`src/rtl/uart_mmio_pkg.sv`:
```
// Shared register offsets, status bit positions and the status word layout
// for the memory-mapped UART bridge.
package uart_mmio_pkg;

    localparam logic [1:0] OFF_TX     = 2'd0;
    localparam logic [1:0] OFF_RX     = 2'd1;
    localparam logic [1:0] OFF_STATUS = 2'd2;

    localparam int ST_TX_FULL     = 0;
    localparam int ST_TX_EMPTY    = 1;
    localparam int ST_RX_NONEMPTY = 2;
    localparam int ST_RX_FULL     = 3;
    localparam int ST_RX_OVERRUN  = 4;
    localparam int ST_TX_OVERFLOW = 5;

    // Field order matches the STATUS bit indices above (msb first).
    typedef struct packed {
        logic tx_overflow;
        logic rx_overrun;
        logic rx_full;
        logic rx_nonempty;
        logic tx_empty;
        logic tx_full;
    } status_t;

endpackage

```
`src/rtl/uart_mmio_sync_fifo.sv`:
```
// Single-clock FIFO with registered pointers; a push into a full FIFO is
// accepted when a pop happens in the same cycle.
module sync_fifo #(
    parameter int WIDTH = 8,
    parameter int DEPTH = 8
) (
    input  logic                       clk,
    input  logic                       rst,
    input  logic                       i_push,
    input  logic [WIDTH-1:0]           i_data,
    input  logic                       i_pop,
    output logic [WIDTH-1:0]           o_head,
    output logic                       o_full,
    output logic                       o_empty,
    output logic [$clog2(DEPTH):0]     o_count
);

    localparam int AW = $clog2(DEPTH);
    localparam int CW = AW + 1;

    logic [WIDTH-1:0] r_mem [DEPTH];
    logic [AW-1:0]    r_wr_ptr;
    logic [AW-1:0]    r_rd_ptr;
    logic [CW-1:0]    r_count;
    logic             w_push;
    logic             w_pop;

    assign o_full  = (r_count == CW'(DEPTH));
    assign o_empty = (r_count == '0);
    assign o_count = r_count;
    assign w_pop   = i_pop & ~o_empty;
    assign w_push  = i_push & (~o_full | w_pop);
    // Empty reads as zero so stale entries never leak onto outputs.
    assign o_head  = o_empty ? '0 : r_mem[r_rd_ptr];

    always_ff @(posedge clk or posedge rst) begin
        if (rst) begin
            r_wr_ptr <= '0;
            r_rd_ptr <= '0;
            r_count  <= '0;
        end else begin
            if (w_push) r_wr_ptr <= r_wr_ptr + 1'b1;
            if (w_pop)  r_rd_ptr <= r_rd_ptr + 1'b1;
            case ({w_push, w_pop})
                2'b10:   r_count <= r_count + 1'b1;
                2'b01:   r_count <= r_count - 1'b1;
                default: r_count <= r_count;
            endcase
        end
    end

    always_ff @(posedge clk) begin
        if (w_push) r_mem[r_wr_ptr] <= i_data;
    end

endmodule

```
`src/rtl/uart_mmio.sv`:
```
// Load/store window exposing a TX FIFO, an RX FIFO and a status register,
// bridged to the UART AXI-stream byte interfaces.
module uart_mmio
    import uart_mmio_pkg::*;
#(
    parameter logic [31:0] BASE_ADDR = 32'h1000_0000,
    parameter int          TX_DEPTH  = 8,
    parameter int          RX_DEPTH  = 8
) (
    input  logic        clk,
    input  logic        rst,
    input  logic        clk_en,
    input  logic        i_read_req,
    input  logic [31:0] i_read_addr,
    output logic [31:0] o_read_data,
    output logic        o_read_hit,
    input  logic        i_write_enable,
    input  logic [3:0]  i_byte_enable,
    input  logic [31:0] i_write_addr,
    input  logic [31:0] i_write_data,
    output logic [7:0]  o_tx_data,
    output logic        o_tx_valid,
    input  logic        i_tx_ready,
    input  logic [7:0]  i_rx_data,
    input  logic        i_rx_valid,
    output logic        o_rx_ready
);

    logic                        w_rd_hit, w_wr_hit;
    logic [1:0]                  w_rd_off, w_wr_off;
    logic                        w_tx_push, w_tx_pop, w_rx_push, w_rx_pop;
    logic                        w_tx_full, w_tx_empty, w_rx_full, w_rx_empty;
    logic [7:0]                  w_tx_head, w_rx_head;
    logic [$clog2(TX_DEPTH):0]   w_tx_count;
    logic [$clog2(RX_DEPTH):0]   w_rx_count;
    logic                        w_st_wr, w_tx_ovf_set, w_rx_ovr_set;
    logic                        r_tx_overflow, r_rx_overrun;
    logic                        r_read_hit;
    logic [31:0]                 r_read_data;
    logic [31:0]                 w_rd_mux;
    status_t                     w_status;
    logic                        w_unused;

    assign w_rd_hit = i_read_req & (i_read_addr[31:4] == BASE_ADDR[31:4]);
    assign w_wr_hit = i_write_enable & (i_write_addr[31:4] == BASE_ADDR[31:4]);
    assign w_rd_off = i_read_addr[3:2];
    assign w_wr_off = i_write_addr[3:2];

    assign w_tx_push = clk_en & w_wr_hit & (w_wr_off == OFF_TX) & i_byte_enable[0];
    assign w_tx_pop  = o_tx_valid & i_tx_ready;
    assign w_rx_push = clk_en & i_rx_valid;
    assign w_rx_pop  = clk_en & w_rd_hit & (w_rd_off == OFF_RX) & ~w_rx_empty;
    assign w_st_wr   = clk_en & w_wr_hit & (w_wr_off == OFF_STATUS) & i_byte_enable[0];

    // A push into a full FIFO only loses data when no pop frees a slot.
    assign w_tx_ovf_set = w_tx_push & w_tx_full & ~w_tx_pop;
    assign w_rx_ovr_set = w_rx_push & w_rx_full & ~w_rx_pop;

    assign o_tx_valid = ~w_tx_empty & clk_en;
    assign o_tx_data  = w_tx_head;
    assign o_rx_ready = clk_en;
    assign o_read_data = r_read_data;
    assign o_read_hit  = r_read_hit;

    sync_fifo #(.WIDTH(8), .DEPTH(TX_DEPTH)) u_tx_fifo (
        .clk     (clk),
        .rst     (rst),
        .i_push  (w_tx_push),
        .i_data  (i_write_data[7:0]),
        .i_pop   (w_tx_pop),
        .o_head  (w_tx_head),
        .o_full  (w_tx_full),
        .o_empty (w_tx_empty),
        .o_count (w_tx_count)
    );

    sync_fifo #(.WIDTH(8), .DEPTH(RX_DEPTH)) u_rx_fifo (
        .clk     (clk),
        .rst     (rst),
        .i_push  (w_rx_push),
        .i_data  (i_rx_data),
        .i_pop   (w_rx_pop),
        .o_head  (w_rx_head),
        .o_full  (w_rx_full),
        .o_empty (w_rx_empty),
        .o_count (w_rx_count)
    );

    always_comb begin
        w_status             = '0;
        w_status.tx_full     = w_tx_full;
        w_status.tx_empty    = w_tx_empty;
        w_status.rx_nonempty = ~w_rx_empty;
        w_status.rx_full     = w_rx_full;
        w_status.rx_overrun  = r_rx_overrun;
        w_status.tx_overflow = r_tx_overflow;
    end

    // Reads sample pre-cycle state; same-cycle pops land after the sample.
    always_comb begin
        w_rd_mux = '0;
        case (w_rd_off)
            OFF_RX:     w_rd_mux = {23'b0, ~w_rx_empty, w_rx_head};
            OFF_STATUS: w_rd_mux = {26'b0, w_status};
            default:    w_rd_mux = '0;
        endcase
    end

    // Sticky flags: a set event in the same cycle beats a write-1-to-clear.
    always_ff @(posedge clk or posedge rst) begin
        if (rst) begin
            r_tx_overflow <= 1'b0;
            r_rx_overrun  <= 1'b0;
        end else if (clk_en) begin
            if (w_tx_ovf_set)
                r_tx_overflow <= 1'b1;
            else if (w_st_wr & i_write_data[ST_TX_OVERFLOW])
                r_tx_overflow <= 1'b0;
            if (w_rx_ovr_set)
                r_rx_overrun <= 1'b1;
            else if (w_st_wr & i_write_data[ST_RX_OVERRUN])
                r_rx_overrun <= 1'b0;
        end
    end

    always_ff @(posedge clk or posedge rst) begin
        if (rst) begin
            r_read_hit  <= 1'b0;
            r_read_data <= '0;
        end else if (clk_en) begin
            r_read_hit  <= w_rd_hit;
            r_read_data <= w_rd_hit ? w_rd_mux : '0;
        end
    end

    assign w_unused = ^{i_read_addr[1:0], i_write_addr[1:0], i_byte_enable[3:1],
                        i_write_data[31:8], w_tx_count, w_rx_count};

endmodule

```
`config.mk`:
```
export PLATFORM = sky130hd
export DESIGN_NAME = uart_mmio
export DESIGN_NICKNAME = d
export VERILOG_FILES = /design/src/rtl/uart_mmio_pkg.sv /design/src/rtl/uart_mmio_sync_fifo.sv /design/src/rtl/uart_mmio.sv
export SDC_FILE = /design/constraint.sdc
export NUM_CORES = 1
export LEC_CHECK = 0
export ABC_AREA = 1
export CAP_MARGIN = 20
export CORE_UTILIZATION = 55
export CTS_CLUSTER_SIZE = 24
export DETAILED_ROUTE_END_ITERATION = 6
export GPL_TIMING_DRIVEN = 0
export HOLD_SLACK_MARGIN = 0.03
export PLACE_DENSITY = 0.85
export SYNTH_ARGS = -nofsm -noshare
export SYNTH_HDL_FRONTEND = slang
export SYNTH_HIERARCHICAL = 1
export SYNTH_SLANG_ARGS = --single-unit
```
`constraint.sdc`:
```
create_clock -name clk -period 4.1 [get_ports clk]
set_clock_uncertainty 0.05 [all_clocks]
set_input_delay 0.615 -clock clk [delete_from_list [all_inputs] [get_ports clk]]
set_output_delay 0.615 -clock clk [all_outputs]
set_load 0.1 [all_outputs]
```
Word-level counts from Yosys, hierarchy flattened --
Memories as Yosys holds them, arrays and structs flattened. Cells that the tools add are included.
Word-level totals: output and inout bits 43, flip-flop bits (word level) 55, word-level logic and storage cells 85, memories 2, memory bits (writable) 128
Memories:
- u_rx_fifo.r_mem | words 8, width 8, rd ports 1, clocked after Yosys merged registers in 0, write ports 1, RTL line uart_mmio_sync_fifo.sv:21 | logic [WIDTH-1:0] r_mem [DEPTH];
- u_tx_fifo.r_mem | words 8, width 8, rd ports 1, clocked after Yosys merged registers in 0, write ports 1, RTL line uart_mmio_sync_fifo.sv:21
Operators by class: equality and inequality tests 11, add/subtract/negate cells 8, bitwise operators 31, reduce and logical (&&, ||, !) cells 9, multiplexer cells 14
Operators by type and width (number):
- $eq A28 B25 Y1 const B | 2
- $mux W32 | 1
- $and A1 B1 Y1 | 23
- $pmux W9 S2 | 1
- $mux W8 | 2
- $pmux W4 S2 | 2
- $add A3 B1 Y3 const B | 4
- $add A4 B1 Y4 const B | 2
- $eq A2 B2 Y1 const B | 4
- $eq A4 B4 Y1 const B | 2
- $logic_not A4 Y1 | 2
- $mux W1 | 8
- $reduce_bool A2 Y1 | 4
- $sub A4 B1 Y4 const B | 2
- $eq A2 B1 Y1 const B | 3
- $not A1 Y1 | 6
- $reduce_and A2 Y1 | 2
- $logic_not A2 Y1 | 1
- $or A1 B1 Y1 | 2

Depth between registers and ports, before layout --
depth after elaboration 10, gate-level depth with buffers 18, gate-level depth less buffers 18

Hierarchy --
Netlist, hierarchy kept.
Modules (own cells, without submodules):
- sync_fifo at u_tx_fifo | area an instance 3198.1 um^2, instances 1, cells an instance 271
- sync_fifo at u_rx_fifo | area an instance 3171.8 um^2, instances 1, cells an instance 271
- uart_mmio | area an instance 1174.9 um^2, instances 1, cells an instance 188

Least setup slack after synthesis --
OpenSTA, ideal clock, no wires.
kind reg-to-reg, start point register u_tx_fifo.r_count[0], in the netlist u_tx_fifo/o_count[0], end point memory u_tx_fifo.r_mem[4][0] (enable), slack 0.541 ns, arrival 3.139 ns, period minus slack after synthesis 3.559 ns, stages on the path, launching flop included 12, library setup time 0.370 ns, required time 3.680 ns, cell sequence dfrtp_1 nor2_2 nand2_2 clkbuf_2 inv_1 nor2_1 nand2_1 inv_1 nand2_4 nand2_4 nand3b_2 nor2_1
On the way: cells in the longest elaborated chain, start to end 9, elaborated cells on any way between the ends 11, classes of those cells 1 x eq/ne; 2 x mux; 7 x bitwise; 1 x reduce/logical
Ends and longest elaborated chain:
- from (decl) | RTL line uart_mmio_sync_fifo.sv:24 | logic [CW-1:0] r_count;
- from (signal assigned) | RTL line uart_mmio_sync_fifo.sv:45 | 2'b10: r_count <= r_count + 1'b1;
- from (signal assigned) | RTL line uart_mmio_sync_fifo.sv:46 | 2'b01: r_count <= r_count - 1'b1;
- from (signal assigned) | RTL line uart_mmio_sync_fifo.sv:47 | default: r_count <= r_count;
- $logic_not A4 Y1 | RTL line uart_mmio_sync_fifo.sv:29 | assign o_empty = (r_count == '0);
- via w_tx_empty | RTL line uart_mmio.sv:32 | logic w_tx_full, w_tx_empty, w_rx_full, w_rx_empty;
- $not A1 Y1 | RTL line uart_mmio.sv:59 | assign o_tx_valid = ~w_tx_empty & clk_en;
- $and A1 B1 Y1 | RTL line uart_mmio.sv:59
- via o_tx_valid | RTL line uart_mmio.sv:22 | output logic o_tx_valid,
- $and A1 B1 Y1 | RTL line uart_mmio.sv:50 | assign w_tx_pop = o_tx_valid & i_tx_ready;
- via w_tx_pop | RTL line uart_mmio.sv:31 | logic w_tx_push, w_tx_pop, w_rx_push, w_rx_pop;
- $and A1 B1 Y1 | RTL line uart_mmio_sync_fifo.sv:31 | assign w_pop = i_pop & ~o_empty;
- $or A1 B1 Y1 | RTL line uart_mmio_sync_fifo.sv:32 | assign w_push = i_push & (~o_full | w_pop);
- $and A1 B1 Y1 | RTL line uart_mmio_sync_fifo.sv:32
- $mux W1 | RTL line uart_mmio_sync_fifo.sv:53 | if (w_push) r_mem[r_wr_ptr] <= i_data;
- $mux W1 (not written as such) | RTL line uart_mmio_sync_fifo.sv:53
- to (decl) | RTL line uart_mmio_sync_fifo.sv:21
The timed path passes the listed nets, and every way through them passes these cells.

Worst setup path after layout --
start point register u_tx_fifo.r_rd_ptr[1], end point output o_tx_data[3]
On the way: cells in the longest elaborated chain, start to end 2
Ends and longest elaborated chain:
- from (decl) | RTL line uart_mmio_sync_fifo.sv:23 | logic [AW-1:0] r_rd_ptr;
- from (signal assigned) | RTL line uart_mmio_sync_fifo.sv:43 | if (w_pop) r_rd_ptr <= r_rd_ptr + 1'b1;
- $mem_v2 Z8 W8
- $mux W8 | RTL line uart_mmio_sync_fifo.sv:34 | assign o_head = o_empty ? '0 : r_mem[r_rd_ptr];
- to (decl) | RTL line uart_mmio.sv:21 | output logic [7:0] o_tx_data,
No other way between the ends.

==> results.md <==
- Largest area contributor in the netlist: edfxtp_1
- Slowest stage delay, CP: 1140 ps
- Vias in the first global route: 5685
- Status: complete, no violations
- Reg2Reg Setup Slack: 1290 ps
- Internal: 3.35 mW
- Starting DRT DRC Count: 527
- CTS Root Buffer Type: clkbuf_16
- Final HPWL DP: 12200 µm
- GRT Util Overall: 25.7%
- Worst setup SP type: flop
- Clock slew at reported path FFs: 60 ps
- Slew HR: 30.3%
- Flop pwr share: 36.3%
- Compound-Gate Fraction of Synth Area: 9.22%
- Crit-path cells: clkbuf_1 -> o21ai_0 -> o21ai_1 -> nor2_1 -> nor2_1 -> clkdlybuf4s50_1
- Post-CTS Resized: 0
- VDD IR-drop max: 421 µV
- Ys Warns: 6
- Total power: 5.48 mW
- DR pass1 iterations: 5
- Share of cells above drive strength 1: 13.5%
- Power Density: 578 mW/mm²
- Fill cells: 906
- ANT cells: 0
- Postcts setup bufs: 0
- Core Rows: 42
- Area Growth Syn to Fin: 25.6%
- Design area: 0.00947 mm²
- Ranking of synthesized cells by area: edfxtp_1 (51%), dfrtp_1 (11%), nor2_1 (9.5%)
- CTS Buf Count: 17
- Crit path top cell by count: nor2_1
- R2R Path Start: u_tx_fifo/o_count[0]
- Final wirelength: 17200 µm
- Simple-gate area share of the yosys netlist: 19.1%
- Worst slew pin tran: 1040 ps
- Worst EP required: 3430 ps
- Global-route wire length before repair: 27500 µm
- Grt ovf: 0
- Cell count after synthesis: 730
- Leading cell type in the layout, fill and taps excluded: nor2_1
- Worst hold-check path type: flop to flop
- Worst hold margin: 430 ps
- Worst hold start: r_rx_overrun
- Initial antenna violation count: 0
- Core Util, Final: 71.3%
- Worst reg2reg path endpoint: u_tx_fifo/r_mem[6][2]
- Slew Limit Fails: 0
- Hold buffer count at cts: 0
- Yosys top cell area share: 50.9%
- Die Ht: 119 µm
- RSZ-0062 raised after global routing: no
- Worst hold endpoint: r_rx_overrun
- Worst R2R Path Depth: 11
- Fin crit share: 91.1%
- Max cap viols: 0
- Syn avg cell area: 10.3 µm²
- Synth cell types: 39
- FMAX: 0.268 GHz
- Vias per std cell: 5.31
- Non-Filler Instances: 1066
- DIE AREA: 0.0142 mm²
- Data arrival time of the critical path: 3070 ps
- Critical path's slowest cell: clkdlybuf4s50_1
- # IOs: 158
- Area share of fa/ha/maj cells after synthesis: 2.19%
- WL/cell: 16.1 µm
- Setup slack after layout: 365 ps
- Clk_lat worst skew: 420 ps
- Setup TNS: 0 ps
- Setup WS pre-CTS: 344 ps
- Initial core utilization: 56.7%
- CTS tree: done
- Core ar.: 0.0133 mm²
- Net switching fraction of the power: 38.9%
- Pin count of the biggest net entering global routing: 17
- Most frequent cells in the layout: nor2_1 (191), edfxtp_1 (128), clkdlybuf4s50_1 (103)
- Layout Nets: 1004
- Gpl congestion: 0.786
- Die X: 119 µm
- Via Count: 5656
- Final Hold Fails: 0
- M1 WL: 6520 µm
- Number of remaining DRC errors: 0
- Placed Area: 0.00889 mm²
- Mapped Area: 0.00754 mm²
- Main combinational cell family by area after synthesis: simple AND/OR/NAND/NOR gates
- Net switching power: 2.13 mW
- Worst hold path cell count: 2
- Clock Power Share: 28.3%
- Static Leak: 3.67 nW
- Crit Path Category: flop to primary output
- Post-synthesis mux area share: 0.299%
- Final setup vio count: 0
- Maximum buffer depth of the clock tree: 2
- Seq/Total Area, Yosys: 61.6%
- Worst setup EP type: primary output
- Routed Antenna Nets: 0
- #FFs+latches synth: 160
- Placed insts: 1034
- Met2 wire len: 8880 µm
- Buffers added on ports: 103
- H-tree Lvls: 4
- Clk sinks: 160
- Synth Area in XOR/XNOR: 1.16%
- Clock period minus worst slack: 3740 ps
- Met3 wire len: 1360 µm
- Highest routed layer: met4
- Comb power frac: 35.4%
- Critical Path Fanout Max: 10
-- cells in the mapped netlist --
cell / number
edfxtp_1: 128
nand4_1: 4
o21ai_0: 69
buf_2: 12
dfrtp_1: 32
clkbuf_2: 3
o21ai_1: 45
nand3_2: 2
a22oi_1: 5
nor4_1: 2
nand3_4: 2
xor2_1: 8
and3_1: 1
clkbuf_1: 5
nand2_2: 5
ha_1: 10
nand3b_1: 4
buf_4: 27
xnor2_1: 2
inv_2: 7
a21oi_1: 7
mux2_2: 2
nor3_2: 2
nand2_1: 60
or2_2: 1
o21ai_2: 6
inv_1: 42
nand3_1: 19
fa_1: 2
nor3b_2: 3
nor3b_1: 4
inv_4: 1
conb_1: 1
nor2_4: 3
nor2_2: 4
nor3_1: 2
nand3b_2: 1
nor2_1: 191
nand2_4: 6
-- routing by layer --
| layer | GRT usage [%] | vias to the layer above |
|---|---|---|
| met3 | 7.04 | 38 |
| met1 | 29.2 | 2647 |
| met4 | 11.3 | 0 |
| met2 | 45.3 | 244 |
| met5 | 0 | - |
| li1 | - | 2727 |
-- layout make-up --
class	count	area, µm²	area share (%)
clock inverters	12	134	1.41
clock buffers	20	447	4.71
multi-input cells	495	2500	26.3
well taps	176	220	2.32
flip-flops and latches	160	4640	49.0
inverters	50	190	2.01
repair buffers	106	1050	11.0
plain buffers	47	297	3.13
-- critical path, delay by kind of cell (launching register included) --
| family | cells | cell delay [ps] |
|---|---|---|
| buffers and inverters | 2 | 1550 |
| AOI/OAI and AO/OA | 2 | 410 |
| and+or+nand+nor | 2 | 200 |
| DFF | 1 | 480 |
-- registers in the layout, indices dropped and copies added (netlist names) --
signal	cells
r_rx_overrun	1
u_tx_fifo/r_mem	64
r_tx_overflow	1
o_read_hit	1
o_read_data	9
u_rx_fifo/r_wr_ptr	3
u_rx_fifo/r_mem	64
u_rx_fifo/r_rd_ptr	3
u_tx_fifo/r_wr_ptr	3
u_tx_fifo/o_count	4
u_rx_fifo/o_count	4
u_tx_fifo/r_rd_ptr	3
-- power by group through the flow --
stage               sequential, mW  clock [mW]  combinational, mW
floorplan                     1.99           0               1.46
global route                  2.00        1.63               2.07
CTS                           1.99        1.57               1.94
finish                        1.99        1.55               1.94
global placement              2.01           0               1.87
detailed placement            2.02           0               1.92
-- how the worst max path moves through the flow --
stage | start | endpoint | slack [ps] | cells past startpoint
floorplan | u_tx_fifo/o_count[0] | u_tx_fifo/r_mem[4][0] | 540 | 11
global placement | clk_en | u_rx_fifo/r_mem[5][4] | 190 | 13
detailed placement | clk_en | u_tx_fifo/r_mem[6][2] | 340 | 8
CTS | u_tx_fifo/r_rd_ptr[1] | o_tx_data[0] | 410 | 6
global route | u_tx_fifo/r_rd_ptr[1] | o_tx_data[3] | 230 | 6
finish | u_tx_fifo/r_rd_ptr[1] | o_tx_data[3] | 360 | 6
-- logic make-up after synthesis --
logic type | count (synthesis)
xor gates and xnor gates | 10
adders and majority gates | 12
muxes | 2
AOI/OAI and AO/OA | 132
other | 1
buffers and inverters | 97
DFF | 160
and+or+nand+nor | 316
(Power assumes the default switching activity.)
